`src/rtl/ctrl_pkg.sv`:
```
// Shared decode constants, ALUControl codes, FSM state and control payload types
// for the pipelined control unit.
package ctrl_pkg;

    localparam int unsigned ALU_CODE_W = 3;

    localparam logic [1:0] CLASS_DP  = 2'b01;
    localparam logic [1:0] CLASS_MEM = 2'b10;
    localparam logic [2:0] OP_CMP    = 3'b111;

    typedef logic [ALU_CODE_W-1:0] aluc_t;

    localparam aluc_t ALU_ADD = 3'b000;
    localparam aluc_t ALU_SUB = 3'b001;
    localparam aluc_t ALU_AND = 3'b010;
    localparam aluc_t ALU_ORR = 3'b011;
    localparam aluc_t ALU_EOR = 3'b100;
    localparam aluc_t ALU_MOD = 3'b101;
    localparam aluc_t ALU_EXP = 3'b110;

    typedef enum logic {
        IDLE = 1'b0,
        BUSY = 1'b1
    } mc_state_e;

    // Fields carried by the E stage register.
    typedef struct packed {
        logic  alusrc;
        logic  flagswrite;
        aluc_t aluctrl;
        logic  regwrite;
        logic  memtoreg;
        logic  memwrite;
    } ectrl_t;

    typedef struct packed {
        logic   regsrc;
        ectrl_t ex;
    } ctrl_t;

    typedef struct packed {
        logic regwrite;
        logic memtoreg;
        logic memwrite;
    } mctrl_t;

    typedef struct packed {
        logic regwrite;
        logic memtoreg;
    } wctrl_t;

    localparam ctrl_t CTRL_NOP = '0;

    // ALU decoder: data-processing op field to ALUControl code.
    function automatic aluc_t alu_decode(input logic [2:0] op);
        aluc_t code;
        case (op)
            3'b000:  code = ALU_ADD;
            3'b001:  code = ALU_SUB;
            3'b010:  code = ALU_AND;
            3'b011:  code = ALU_ORR;
            3'b100:  code = ALU_EOR;
            3'b101:  code = ALU_MOD;
            3'b110:  code = ALU_EXP;
            default: code = ALU_SUB;
        endcase
        return code;
    endfunction

endpackage

```
`src/rtl/ctrl_decoder.sv`:
```
// Combinational main + ALU decoder: instruction id to control payload.
module ctrl_decoder
    import ctrl_pkg::*;
#(
    parameter int unsigned ID_W = 6
) (
    input  logic [ID_W-1:0] id,
    input  logic            id_valid,
    output ctrl_t           ctrl
);

    logic [1:0] cls;
    logic [2:0] op;
    logic       imm;

    assign cls = id[ID_W-1 -: 2];
    assign op  = id[3:1];
    assign imm = id[0];

    // Invalid ids and unused classes decode to an all-zero NOP.
    always_comb begin
        ctrl = CTRL_NOP;
        if (id_valid) begin
            case (cls)
                CLASS_DP: begin
                    ctrl.ex.alusrc = imm;
                    if (op == OP_CMP) begin
                        ctrl.ex.flagswrite = 1'b1;
                        ctrl.ex.aluctrl    = ALU_SUB;
                    end else begin
                        ctrl.ex.regwrite = 1'b1;
                        ctrl.ex.aluctrl  = alu_decode(op);
                    end
                end
                CLASS_MEM: begin
                    ctrl.ex.alusrc  = 1'b1;
                    ctrl.ex.aluctrl = ALU_ADD;
                    if (op[2]) begin
                        ctrl.regsrc      = 1'b1;
                        ctrl.ex.memwrite = 1'b1;
                    end else begin
                        ctrl.ex.memtoreg = 1'b1;
                        ctrl.ex.regwrite = 1'b1;
                    end
                end
                default: ctrl = CTRL_NOP;
            endcase
        end
    end

endmodule

```
`src/rtl/pipe_ctrl_unit.sv`:
```
// Pipelined control unit: decode into E/M/W registers with multi-cycle op handshake.
// Optional macro DECODE_ERR_EN adds a sticky illegal-class flag on illegal_o.
module pipe_ctrl_unit
    import ctrl_pkg::*;
#(
    parameter int unsigned           ID_W       = 6,
    parameter int unsigned           ALUC_W     = 3,
    parameter logic [2**ALUC_W-1:0]  LONG_OPS   = 8'h60,
    parameter int unsigned           MC_TIMEOUT = 255
) (
    input  logic              clk,
    input  logic              rst_n,
    input  logic [ID_W-1:0]   id_i,
    input  logic              id_valid_i,
    input  logic              stall_i,
    input  logic              flush_i,
    input  logic              mc_done_i,
    output logic              d_regsrc_o,
    output logic              stall_o,
    output logic              mc_start_o,
    output logic              e_alusrc_o,
    output logic              e_flagswrite_o,
    output logic [ALUC_W-1:0] e_aluctrl_o,
    output logic              m_regwrite_o,
    output logic              m_memtoreg_o,
    output logic              m_memwrite_o,
    output logic              w_regwrite_o,
    output logic              w_memtoreg_o,
    output logic              mc_timeout_o,
    output logic              illegal_o
);

    localparam int unsigned CNT_W = $clog2(MC_TIMEOUT + 1);

    ctrl_t            dec;
    ectrl_t           e_q, e_d;
    mctrl_t           m_q, m_d;
    wctrl_t           w_q, w_d;
    mc_state_e        state_q, state_d;
    logic [CNT_W-1:0] cnt_q, cnt_d;
    logic             start_q, start_d;
    logic             tmo_q, tmo_d;

    logic busy, cnt_max, e_long, mc_release, ex_hold, tmo_hit;

    ctrl_decoder #(.ID_W(ID_W)) u_dec (
        .id       (id_i),
        .id_valid (id_valid_i),
        .ctrl     (dec)
    );

    assign busy       = (state_q == BUSY);
    assign cnt_max    = (cnt_q == CNT_W'(MC_TIMEOUT));
    assign e_long     = e_q.regwrite & LONG_OPS[ALUC_W'(e_q.aluctrl)];
    assign mc_release = busy & (mc_done_i | cnt_max);
    assign ex_hold    = e_long & ~mc_release;
    assign tmo_hit    = busy & cnt_max & ~mc_done_i;

    // Multi-cycle handshake FSM; done takes priority over timeout.
    always_comb begin
        state_d = state_q;
        cnt_d   = cnt_q;
        start_d = 1'b0;
        tmo_d   = tmo_q;
        case (state_q)
            IDLE: begin
                if (e_long && !flush_i) begin
                    start_d = 1'b1;
                    cnt_d   = '0;
                    state_d = BUSY;
                end
            end
            BUSY: begin
                if (flush_i || mc_done_i) begin
                    state_d = IDLE;
                end else if (cnt_max) begin
                    state_d = IDLE;
                    tmo_d   = 1'b1;
                end else begin
                    cnt_d = cnt_q + CNT_W'(1);
                end
            end
            default: state_d = IDLE;
        endcase
    end

    // Stage register next values; an aborted op leaves E without its write-back.
    always_comb begin
        e_d = e_q;
        if (flush_i) begin
            e_d = '0;
        end else if (ex_hold) begin
            e_d = e_q;
        end else if (stall_i) begin
            e_d = '0;
        end else begin
            e_d = dec.ex;
        end

        m_d = '0;
        if (!ex_hold) begin
            m_d.regwrite = e_q.regwrite & ~tmo_hit;
            m_d.memtoreg = e_q.memtoreg;
            m_d.memwrite = e_q.memwrite;
        end

        w_d.regwrite = m_q.regwrite;
        w_d.memtoreg = m_q.memtoreg;
    end

    always_ff @(posedge clk or negedge rst_n) begin
        if (!rst_n) begin
            state_q <= IDLE;
            cnt_q   <= '0;
            start_q <= 1'b0;
            tmo_q   <= 1'b0;
            e_q     <= '0;
            m_q     <= '0;
            w_q     <= '0;
        end else begin
            state_q <= state_d;
            cnt_q   <= cnt_d;
            start_q <= start_d;
            tmo_q   <= tmo_d;
            e_q     <= e_d;
            m_q     <= m_d;
            w_q     <= w_d;
        end
    end

`ifdef DECODE_ERR_EN
    logic illegal_q;
    logic [1:0] id_cls;

    assign id_cls = id_i[ID_W-1 -: 2];

    always_ff @(posedge clk or negedge rst_n) begin
        if (!rst_n) begin
            illegal_q <= 1'b0;
        end else if (id_valid_i && (id_cls != CLASS_DP) && (id_cls != CLASS_MEM)) begin
            illegal_q <= 1'b1;
        end
    end

    assign illegal_o = illegal_q;
`else
    assign illegal_o = 1'b0;
`endif

    assign d_regsrc_o     = dec.regsrc;
    assign stall_o        = ex_hold | stall_i;
    assign mc_start_o     = start_q;
    assign e_alusrc_o     = e_q.alusrc;
    assign e_flagswrite_o = e_q.flagswrite;
    assign e_aluctrl_o    = ALUC_W'(e_q.aluctrl);
    assign m_regwrite_o   = m_q.regwrite;
    assign m_memtoreg_o   = m_q.memtoreg;
    assign m_memwrite_o   = m_q.memwrite;
    assign w_regwrite_o   = w_q.regwrite;
    assign w_memtoreg_o   = w_q.memtoreg;
    assign mc_timeout_o   = tmo_q;

endmodule
```
`config.mk`:
```
export PLATFORM = sky130hd
export DESIGN_NAME = pipe_ctrl_unit
export DESIGN_NICKNAME = d
export VERILOG_FILES = /design/src/rtl/ctrl_pkg.sv /design/src/rtl/ctrl_decoder.sv /design/src/rtl/pipe_ctrl_unit.sv
export SDC_FILE = /design/constraint.sdc
export NUM_CORES = 1
export LEC_CHECK = 0
export ABC_CLOCK_PERIOD_IN_PS = 1600
export BUFFER_PORTS_ARGS = -buffer_cell sky130_fd_sc_hd__buf_2
export CORE_AREA = 2 2 53 55
export DETAILED_ROUTE_END_ITERATION = 16
export DIE_AREA = 0 0 55 57
export PLACE_DENSITY_LB_ADDON = 0.2
export SYNTH_ARGS = -nofsm -noshare
export SYNTH_HDL_FRONTEND = slang
export SYNTH_HIERARCHICAL = 1
export SYNTH_SLANG_ARGS = --single-unit
```
`constraint.sdc`:
```
create_clock -name clk -period 1.6 [get_ports clk]
set_input_delay 0.08 -clock clk [delete_from_list [all_inputs] [get_ports clk]]
set_output_delay 0.08 -clock clk [all_outputs]
set_load 0.03 [all_outputs]
```
==> results of run 1 <==
==> critical path, delay by kind of cell (launching register included) <==
family                     cells  cell delay [ns]
adders and majority gates      1             0.16
buffers and inverters          1             0.14
DFF                            1             0.42
and+or+nand+nor                4             0.73
==> per-stage QoR <==
stage | instance area, um2 | utilization [%] | power [mW] | setup WS, ns
5_1_grt | 1563 | 59.76 | 1.060 | -0.3413
4_1_cts | 1548 | 59.19 | 1.018 | -0.2396
2_1_floorplan | 1304 | - | 0.6709 | 0.02002
3_3_place_gp | 1458 | 55.74 | 0.7069 | 0.08094
6_report | 1563 | 59.76 | 1.007 | -0.2384
3_5_place_dp | 1458 | 55.74 | 0.7089 | 0.007815
==> routing by layer <==
layer / vias up / share of wire [%]
met5: - / 0
met4: 0 / 0.84
met3: 2 / 6.1
li1: 506 / -
met1: 488 / 45
met2: 39 / 48
==> cell type report <==
cell class / count / area [um2]
clock buffer: 4 / 36.28
fill: 240 / 1052
inverter: 6 / 22.52
multi-input combinational: 92 / 631.9
sequential: 24 / 601.8
tap: 31 / 38.79
timing repair buffer: 38 / 231.5
==> power by group through the flow <==
stage          Sequential [mW]  Clock (mW)  Combinational, mW
2_1_floorplan            0.627           0             0.0436
3_3_place_gp             0.623           0             0.0841
3_5_place_dp             0.623           0             0.0859
4_1_cts                  0.611       0.317             0.0897
5_1_grt                  0.612       0.348              0.100
6_report                 0.611       0.307             0.0888
==> registers in the layout, summed over array words and instances, names as in the netlist <==
| signal | flops |
|---|---|
| m_memwrite_o | 1 |
| w_regwrite_o | 1 |
| cnt_q | 8 |
| m_regwrite_o | 1 |
| e_flagswrite_o | 1 |
| e_aluctrl_o | 3 |
| e_alusrc_o | 1 |
| e_q | 3 |
| mc_timeout_o | 1 |
| m_memtoreg_o | 1 |
| w_memtoreg_o | 1 |
| busy | 1 |
| mc_start_o | 1 |
==> Yosys cell counts (all sizes together), types with 2 or more instances <==
library cell and number:
dfrtp 24, nand2 14, buf 9, nand2b 9, inv 6, mux2i 6, nor2 6, a21oi 5
nand3 5, o21ai 5, a21o 4, and3 4, nor2b 4, ha 3, nor3 3, and2 2
nand4 2, nor3b 2, o21ba 2, o2bb2ai 2, or2 2
==> how the worst min path moves through the flow <==
| stage | cells past startpoint | slack [ns] | from | endpoint |
|---|---|---|---|---|
| after global placement | 1 | 0.08 | rst_n | w_memtoreg_o |
| final | 4 | 0.08 | id_i[3] | e_q[1] |
| after floorplan | 0 | -0.22 | rst_n | busy |
| after CTS | 4 | 0.07 | id_i[3] | e_q[1] |
| after detailed placement | 1 | 0.09 | rst_n | w_memtoreg_o |
| after global routing | 4 | 0.09 | id_i[3] | e_q[1] |
==> logic make-up after synthesis <==
group	Yosys count	synth area share [%]
and+or+nand+nor	58	25.82
DFF	24	46.07
AOI/OAI and AO/OA	22	11.90
buffers and inverters	15	7.102
muxes	6	4.607
adders and majority gates	3	2.879
xor gates and xnor gates	2	1.344
other	1	0.2876
==> repair_timing <==
item                                   in CTS  in global routing
hold buffers                                1                  0
buffers inserted                            3                  1
setup endpoints to repair                   4                 12
pin swaps                                   2                  3
resized for setup                           6                  2
endpoints found under the hold margin      24                  0
==> flow_summary.yaml, run 1 <==
status:
  status: "finished with violations"
  violations: "negative setup slack"
sta:
  setup_tns_ns: -0.3149
  setup_viol_count_final: 5
  worstMarginPinSlew_ns: 0.5066
  fin_skew_ns: 0.005264
  finalHoldViolCount: 0
  finalCritPeriodShare_pct: 114.9
  rsz0062_at_grt: "true"
  relSlewSlack_pct: 66.22
  setup_ws_ns: -0.2384
  fmax_mhz: 544.0
  final.min_clock_period_ns: 1.838
  slew_viol_final: 0
  fin_hold_ws_ns: 0.08054
power_and_ir_drop:
  p_leak_nw: 0.8314
  power.internal_uw: 781.9
  sw_frac_of_total_pct: 22.35
  p_per_area_mw_per_mm2: 644.4
  switchingPower_uw: 225.1
  peakVddDrop_v: 0.0004952
  seqPwrFrac_pct: 60.7
  clkPwrFrac_pct: 30.5
  combPwrFrac_pct: 8.8
floorplanning:
  initial_core_util_pct: 49.86
  core_mm2: 0.002615
  die_area_mm2: 0.003135
  ios: 27
  placementRows: 19
  die_height_um: 57
  die_w_um: 55
critical_path:
  cp.arrival_ns: 1.76
  r2r_slack_ns: -0.04
  cp_slowest_cell: "dfrtp_1"
  cp_max_fo: 3
  slowest_delay_ns: 0.42
  crit_path_end: "stall_o"
  r2r-start: "cnt_q[0]"
  rr_endpoint: "cnt_q[5]"
  worst_setup_path_start_kind: "register"
  ff2ff_path_depth: 6
  cp.required_ns: 1.52
  critPathLaunch: "cnt_q[0]"
  worstPathCellList: "ha_4, nand3_4, nor3_4, and3b_2, or2_1, buf_6"
  path_class: "reg2out"
  cp-end-kind: "output pin"
place:
  hpwlAfterDp_mm: 1.937
  dp_cells: 186
  gp_congestion: 0.8387
  portBuffers: 25
grt:
  grt_util_met2_pct: 29.76
  antenna_found_initial: 0
  grt_pass1_vias: 1028
  grt_max_degree: 25
  busiest_layer: "met2"
  grt_use_total_pct: 18.75
  grt_use_met1_pct: 25.43
  use_met3_pct: 3.665
  overflow: 0
  grt_first_pass_wirelength_mm: 4.326
yosys:
  synth-seq-cells: 24
  synth_cell_types: 42
  yosys.area.top_type: "dfrtp_1"
  ys_seq_area_share_pct: 46.07
  synth_area_mm2: 0.001304
  postSynthCellCount: 131
  async_reset_ff_share_pct: 100.0
  syn_area_per_cell_um2: 9.952
  synth-main-ff-cell: "dfrtp_1"
  synth_top_area_share_pct: 46.07
  synth_warnings: 6
  synth_nets: 146
  synthTopCellsByArea: "dfrtp_1 (46%), mux2i_1 (4.6%), nand2b_1 (4.3%), nand2_1 (4.0%), buf_4 (2.9%)"
  synth-edff-count: 0
drt:
  antenna_left: 0
  wirelength_mm: 2.494
  remaining_drc_errors: 0
  drt-pass1-iter-count: 4
  vias: 1035
  via_per_inst: 5.308
  drt-initial-drc-count: 38
  avgRoutedWirePerCell_um: 12.79
finish:
  nets: 180
  final_common_cell: "buf_2"
  finalNonFillerCells: 195
  antenna_cells: 0
  layout-drive-gt1-share_pct: 31.10
  layout_common_cells: "buf_2 (24), dfrtp_1 (23), nand2_1 (14)"
  areaGrowthSynthToFinish_pct: 19.87
cts:
  clock_path_buffers: 2
  cts_buffers: 3
  tritoncts: "done"
  clock_latency_ns: 0.30
  cts_root_buf: "clkbuf_4"
  cts_sinks: 24
  path_clk_slew_ns: 0.13
  h-tree-depth: 1
min_path:
  worstHoldPathType: "in2reg"
flow_run:
  max_cap_violations: 0
No activity file was read; power rests on OpenSTA's default activity.
==> inputs of run 2 (changes only) <==
- ABC_AREA: not set -> 1
==> flow_summary.yaml, run 2 <==
sta:
  setup_tns_ns: 0
  rsz0062_at_grt: "true"
  slew_viol_final: 0
  setup_viol_count_final: 0
  worstMarginPinSlew_ns: 0.5228
  setup_ws_ns: 0.06593
  fin_skew_ns: 0.004498
  fmax_mhz: 651.9
  finalCritPeriodShare_pct: 95.88
  relSlewSlack_pct: 65.15
  final.min_clock_period_ns: 1.534
  finalHoldViolCount: 0
yosys:
  synth-edff-count: 0
  synth_common_cells: "nand2_1 (32), dfrtp_1 (24), inv_1 (20), nand3_1 (20), nor2_1 (13)"
  synthTopCellsByArea: "dfrtp_1 (45%), nand2_1 (9.0%), nand3_1 (7.5%), inv_1 (5.6%), nor2_1 (3.6%)"
  synth_top_area_share_pct: 44.78
  postSynthCellCount: 158
  syn_area_per_cell_um2: 8.489
  synth_area_mm2: 0.001341
  ys_seq_area_share_pct: 44.78
  synth_nets: 173
  synth_warnings: 6
  async_reset_ff_share_pct: 100.0
  synth-main-ff-cell: "dfrtp_1"
  synth-seq-cells: 24
  yosys.area.top_type: "dfrtp_1"
  synth_cell_types: 28
  synth.most_common_cell: "nand2_1"
drt:
  drt-initial-drc-count: 25
  antenna_left: 0
  remaining_drc_errors: 0
  drt-pass1-iter-count: 5
  vias: 1142
  via_per_inst: 5.098
  avgRoutedWirePerCell_um: 12.70
  wirelength_mm: 2.845
cts:
  h-tree-depth: 1
  path_clk_slew_ns: 0.13
  cts_root_buf: "clkbuf_4"
  clock_latency_ns: 0.30
  cts_buffers: 3
  tritoncts: "done"
  clock_path_buffers: 2
  cts_sinks: 24
finish:
  antenna_cells: 0
  largest_reg_flops: 8
  design_area_mm2: 0.001610
  layout-drive-gt1-share_pct: 28.50
  areaGrowthSynthToFinish_pct: 20.06
  fillCellCount: 233
  finalNonFillerCells: 224
  largest_register: "cnt_q"
  final_common_cell: "nand2_1"
  layout_common_cells: "nand2_1 (31), dfrtp_1 (24), buf_2 (24)"
  nets: 209
power_and_ir_drop:
  peakVddDrop_v: 0.0003780
  p_leak_nw: 0.9257
  p_per_area_mw_per_mm2: 627.7
  p_total_mw: 1.011
place:
  placed_area_mm2: 0.001453
  gp_congestion: 0.8185
  dp_cells: 208
  hpwlAfterDp_mm: 2.030
  portBuffers: 25
  pre_cts_slack_ns: 0.1748
critical_path:
  worst_path_most_repeated_cell: "nand2_4"
  path_buf_inv: 1
  worst_setup_path_start_kind: "register"
  cp_top_family: "simple AND/OR/NAND/NOR gates"
  cp-end-kind: "output pin"
  cp_max_fo: 3
  r2r_slack_ns: 0.17
  cp_slowest_cell: "dfrtp_1"
  cp.required_ns: 1.52
  cp.arrival_ns: 1.45
  worstPathCellList: "ha_4, nand2_4, nor2_8, nand3_4, nand2_4, nand2_2, buf_6"
  r2r-start: "cnt_q[0]"
  slowest_delay_ns: 0.42
  ff2ff_path_depth: 7
  rr_endpoint: "m_regwrite_o"
  path_class: "reg2out"
min_path:
  whs_endpoint: "e_aluctrl_o[2]"
  worstHoldPathType: "in2reg"
  min_from: "stall_i"
  min_path_cells: 4
floorplanning:
  initial_core_util_pct: 51.29
  ios: 27
  die_w_um: 55
  placementRows: 19
  die_height_um: 57
  core_mm2: 0.002615
  die_area_mm2: 0.003135
grt:
  grt_first_pass_wirelength_mm: 4.581
  antenna_found_initial: 0
  grt_pass1_vias: 1093
  grt_use_total_pct: 20.06
  grt_max_degree: 25
  overflow: 0
flow_run:
  max_cap_violations: 0
status:
  status: "complete, no violations"
==> run 2: metrics by stage <==
step	util [%]	hold WS [ns]
floorplan	-	-0.2156
global placement	55.55	0.07786
detailed placement	55.55	0.08831
CTS	58.95	0.02512
global route	61.58	0.07543
finish	61.58	0.05763
==> run 2: worst max-delay path by stage <==
stage	start	to	slack, ns	cells past startpoint
final	cnt_q[0]	stall_o	0.07	7
after global routing	cnt_q[1]	stall_o	-0.03	7
after CTS	cnt_q[0]	stall_o	0.01	7
after detailed placement	cnt_q[0]	stall_o	0.17	7
after global placement	cnt_q[0]	stall_o	0.23	7
after floorplan	cnt_q[0]	cnt_q[0]	0.27	8
==> run 2: what timing repair did <==
item | in CTS | in global routing
endpoints found under the hold margin | 25 | 0
setup buffers | 4 | 6
hold buffers | 2 | 0
resized for setup | 1 | 6
pin swaps | 1 | 3
setup endpoints to repair | 1 | 1
==> run 2: per-layer routing <==
layer	vias to the layer above	global-route usage, %	wire (um)
li1	573	-	-
met1	547	22.84	1155
met2	20	36.39	1591
met3	2	3.927	76
met4	0	6.272	21
met5	-	0	0
==> run 2: cells by family after synthesis <==
| family | Yosys count | share of synthesized area [%] |
|---|---|---|
| other | 1 | 0.2796 |
| XOR/XNOR | 3 | 1.959 |
| flip-flops | 24 | 44.78 |
| AO/OA/AOI/OAI | 15 | 6.251 |
| AND/OR/NAND/NOR | 84 | 33.86 |
| adder cells (fa/ha/maj) | 3 | 2.799 |
| buffers and inverters | 28 | 10.07 |
==> run 2: worst register-to-register path, delay by kind of cell (launching register included) <==
| family | cells | cell delay (ns) |
|---|---|---|
| AOI/OAI and AO/OA | 1 | 0.20 |
| DFF | 1 | 0.42 |
| adders and majority gates | 1 | 0.17 |
| and+or+nand+nor | 4 | 0.37 |
| buffers and inverters | 1 | 0.17 |
==> run 2: layout make-up <==
| class | instances | area, um2 | share of cell area (%) |
|---|---|---|---|
| clock buffers | 4 | 36.28 | 2.253 |
| well taps | 31 | 38.79 | 2.409 |
| repair buffers | 37 | 226.5 | 14.06 |
| multi-input cells | 106 | 625.6 | 38.85 |
| inverters | 22 | 82.58 | 5.128 |
| flip-flops and latches | 24 | 600.6 | 37.30 |
==> run 2: power breakdown <==
group          internal [mW]  total (mW)  leakage (nW)  switching [mW]
clock                  0.139       0.309        0.0210           0.171
sequential             0.610       0.611         0.335         0.00173
combinational         0.0312      0.0899         0.570          0.0587
==> inputs of run 3 (changes only) <==
- CORE_AREA: 2 2 53 55 -> 2 2 57 59
- DIE_AREA: 0 0 55 57 -> 0 0 59 61
- GPL_TIMING_DRIVEN: not set -> 0
==> flow_summary.yaml, run 3 (synthesis results as in run 2) <==
finish:
  finalNonFillerCells: 231
  final_common_cell: "nand2_1"
  nets: 215
  antenna_cells: 0
  largest_reg_flops: 8
  largest_register: "cnt_q"
  layout-drive-gt1-share_pct: 30.30
  areaGrowthSynthToFinish_pct: 23.13
  layout_common_cells: "nand2_1 (31), dfrtp_1 (24), buf_2 (24)"
sta:
  fmax_mhz: 654.6
  final.min_clock_period_ns: 1.528
  finalCritPeriodShare_pct: 95.47
  worstMarginPinSlew_ns: 0.5480
  finalHoldViolCount: 0
  rsz0062_at_grt: "true"
  relSlewSlack_pct: 63.46
  setup_viol_count_final: 0
  fin_skew_ns: 0.007604
  slew_viol_final: 0
place:
  dp_cells: 216
  portBuffers: 25
  gp_congestion: 0.8537
  hpwlAfterDp_mm: 2.055
power_and_ir_drop:
  clkPwrFrac_pct: 26.4
  seqPwrFrac_pct: 63.8
  power.internal_uw: 731.5
  p_total_uw: 957.8
  p_per_area_mw_per_mm2: 579.9
  sw_frac_of_total_pct: 23.63
  switchingPower_uw: 226.4
  p_leak_nw: 0.9525
  peakVddDrop_v: 0.0002622
  combPwrFrac_pct: 9.8
drt:
  vias: 1174
  avgRoutedWirePerCell_um: 12.36
  drt-initial-drc-count: 50
  antenna_left: 0
  wirelength_mm: 2.855
  via_per_inst: 5.082
  drt-pass1-iter-count: 4
  remaining_drc_errors: 0
critical_path:
  cp.arrival_ns: 1.45
  worst_setup_path_start_kind: "register"
  cp-end-kind: "output pin"
  ff2ff_path_depth: 9
  cp.required_ns: 1.52
  cp_max_fo: 2
  path_class: "reg2out"
grt:
  grt_first_pass_wirelength_mm: 4.885
  grt_pass1_vias: 1132
  grt_use_total_pct: 18.03
  antenna_found_initial: 0
  grt_max_degree: 25
  overflow: 0
floorplanning:
  core_mm2: 0.002953
  die_w_um: 59
  placementRows: 20
  die_area_mm2: 0.003599
  ios: 27
  die_height_um: 61
  initial_core_util_pct: 45.42
flow_run:
  max_cap_violations: 0
min_path:
  min_path_cells: 4
  worstHoldPathType: "in2reg"
cts:
  tritoncts: "done"
  cts_root_buf: "clkbuf_4"
  path_clk_slew_ns: 0.12
  clock_latency_ns: 0.30
  h-tree-depth: 1
  clock_path_buffers: 2
  cts_buffers: 3
  cts_sinks: 24
status:
  status: "complete, no violations"
==> run 3: cell count changes in the layout (fill, tap and decap cells not counted), sizes merged <==
cell,before,now
buf,35,41
clkbuf,4,3
==> run 3: area by class of cell <==
cell class	instances	area (um2)
Fill cell	290	1301
Tap cell	33	41.29
Timing Repair Buffer	37	226.5
Inverter	22	82.58
Sequential cell	24	600.6
Multi-Input combinational cell	106	625.6
Buffer	6	52.55
Clock buffer	3	22.52
==> run 3: metrics by stage <==
stage               area, um2  util [%]  setup slack (ns)   TNS, ns  hold slack, ns
finish                   1652     55.93           0.07246         0         0.04649
global route             1652     55.93          -0.02108  -0.02108         0.05234
CTS                      1603     54.28          0.003279         0         0.02559
detailed placement       1508     51.06            0.1180         0          0.1036
global placement         1508     51.06            0.1649         0         0.08510
floorplan                1341         -            0.2708         0         -0.2156
==> run 3: layer usage <==
metal	up-vias	track usage, %	share of wire [%]
li1	587	-	-
met1	539	21.65	40
met2	44	33.17	54
met3	4	1.919	5.0
met4	0	6.818	1.3
met5	-	0	0
==> run 3: worst max-delay path, cell delays in order, from the launching register on <==
cell	delay, ns
dfrtp_1	0.42
ha_4	0.17
nand2_4	0.07
nor2_8	0.10
nand3_4	0.10
nand2_4	0.10
nand2_2	0.05
buf_6	0.13
==> run 3: final timing paths <==
check | slack (ns) | to | start
worst min register to register | 0.38 | w_memtoreg_o | m_memtoreg_o
min in group asynchronous | 0.29 | cnt_q[5] | rst_n
worst min-delay path | 0.05 | e_aluctrl_o[2] | stall_i
worst max-delay path | 0.07 | stall_o | cnt_q[0]
max in group asynchronous | 0.94 | e_q[1] | rst_n
worst max register to register | 0.12 | cnt_q[0] | cnt_q[0]
==> run 3: repair_timing <==
action,in CTS,in global routing
hold endpoints to repair,25,0
hold buffers,2,0
gates resized for setup,3,3
endpoints found under the setup margin,1,6
pin swaps,3,4
buffers inserted,5,5
==> run 3: power by group through the flow <==
stage                     combinational (mW)  clock, mW  sequential (mW)
after global placement                0.0852          0            0.623
after CTS                             0.0931      0.271            0.611
after global routing                   0.106      0.300            0.612
after detailed placement              0.0885          0            0.623
final                                 0.0938      0.253            0.611
after floorplan                       0.0427          0            0.627
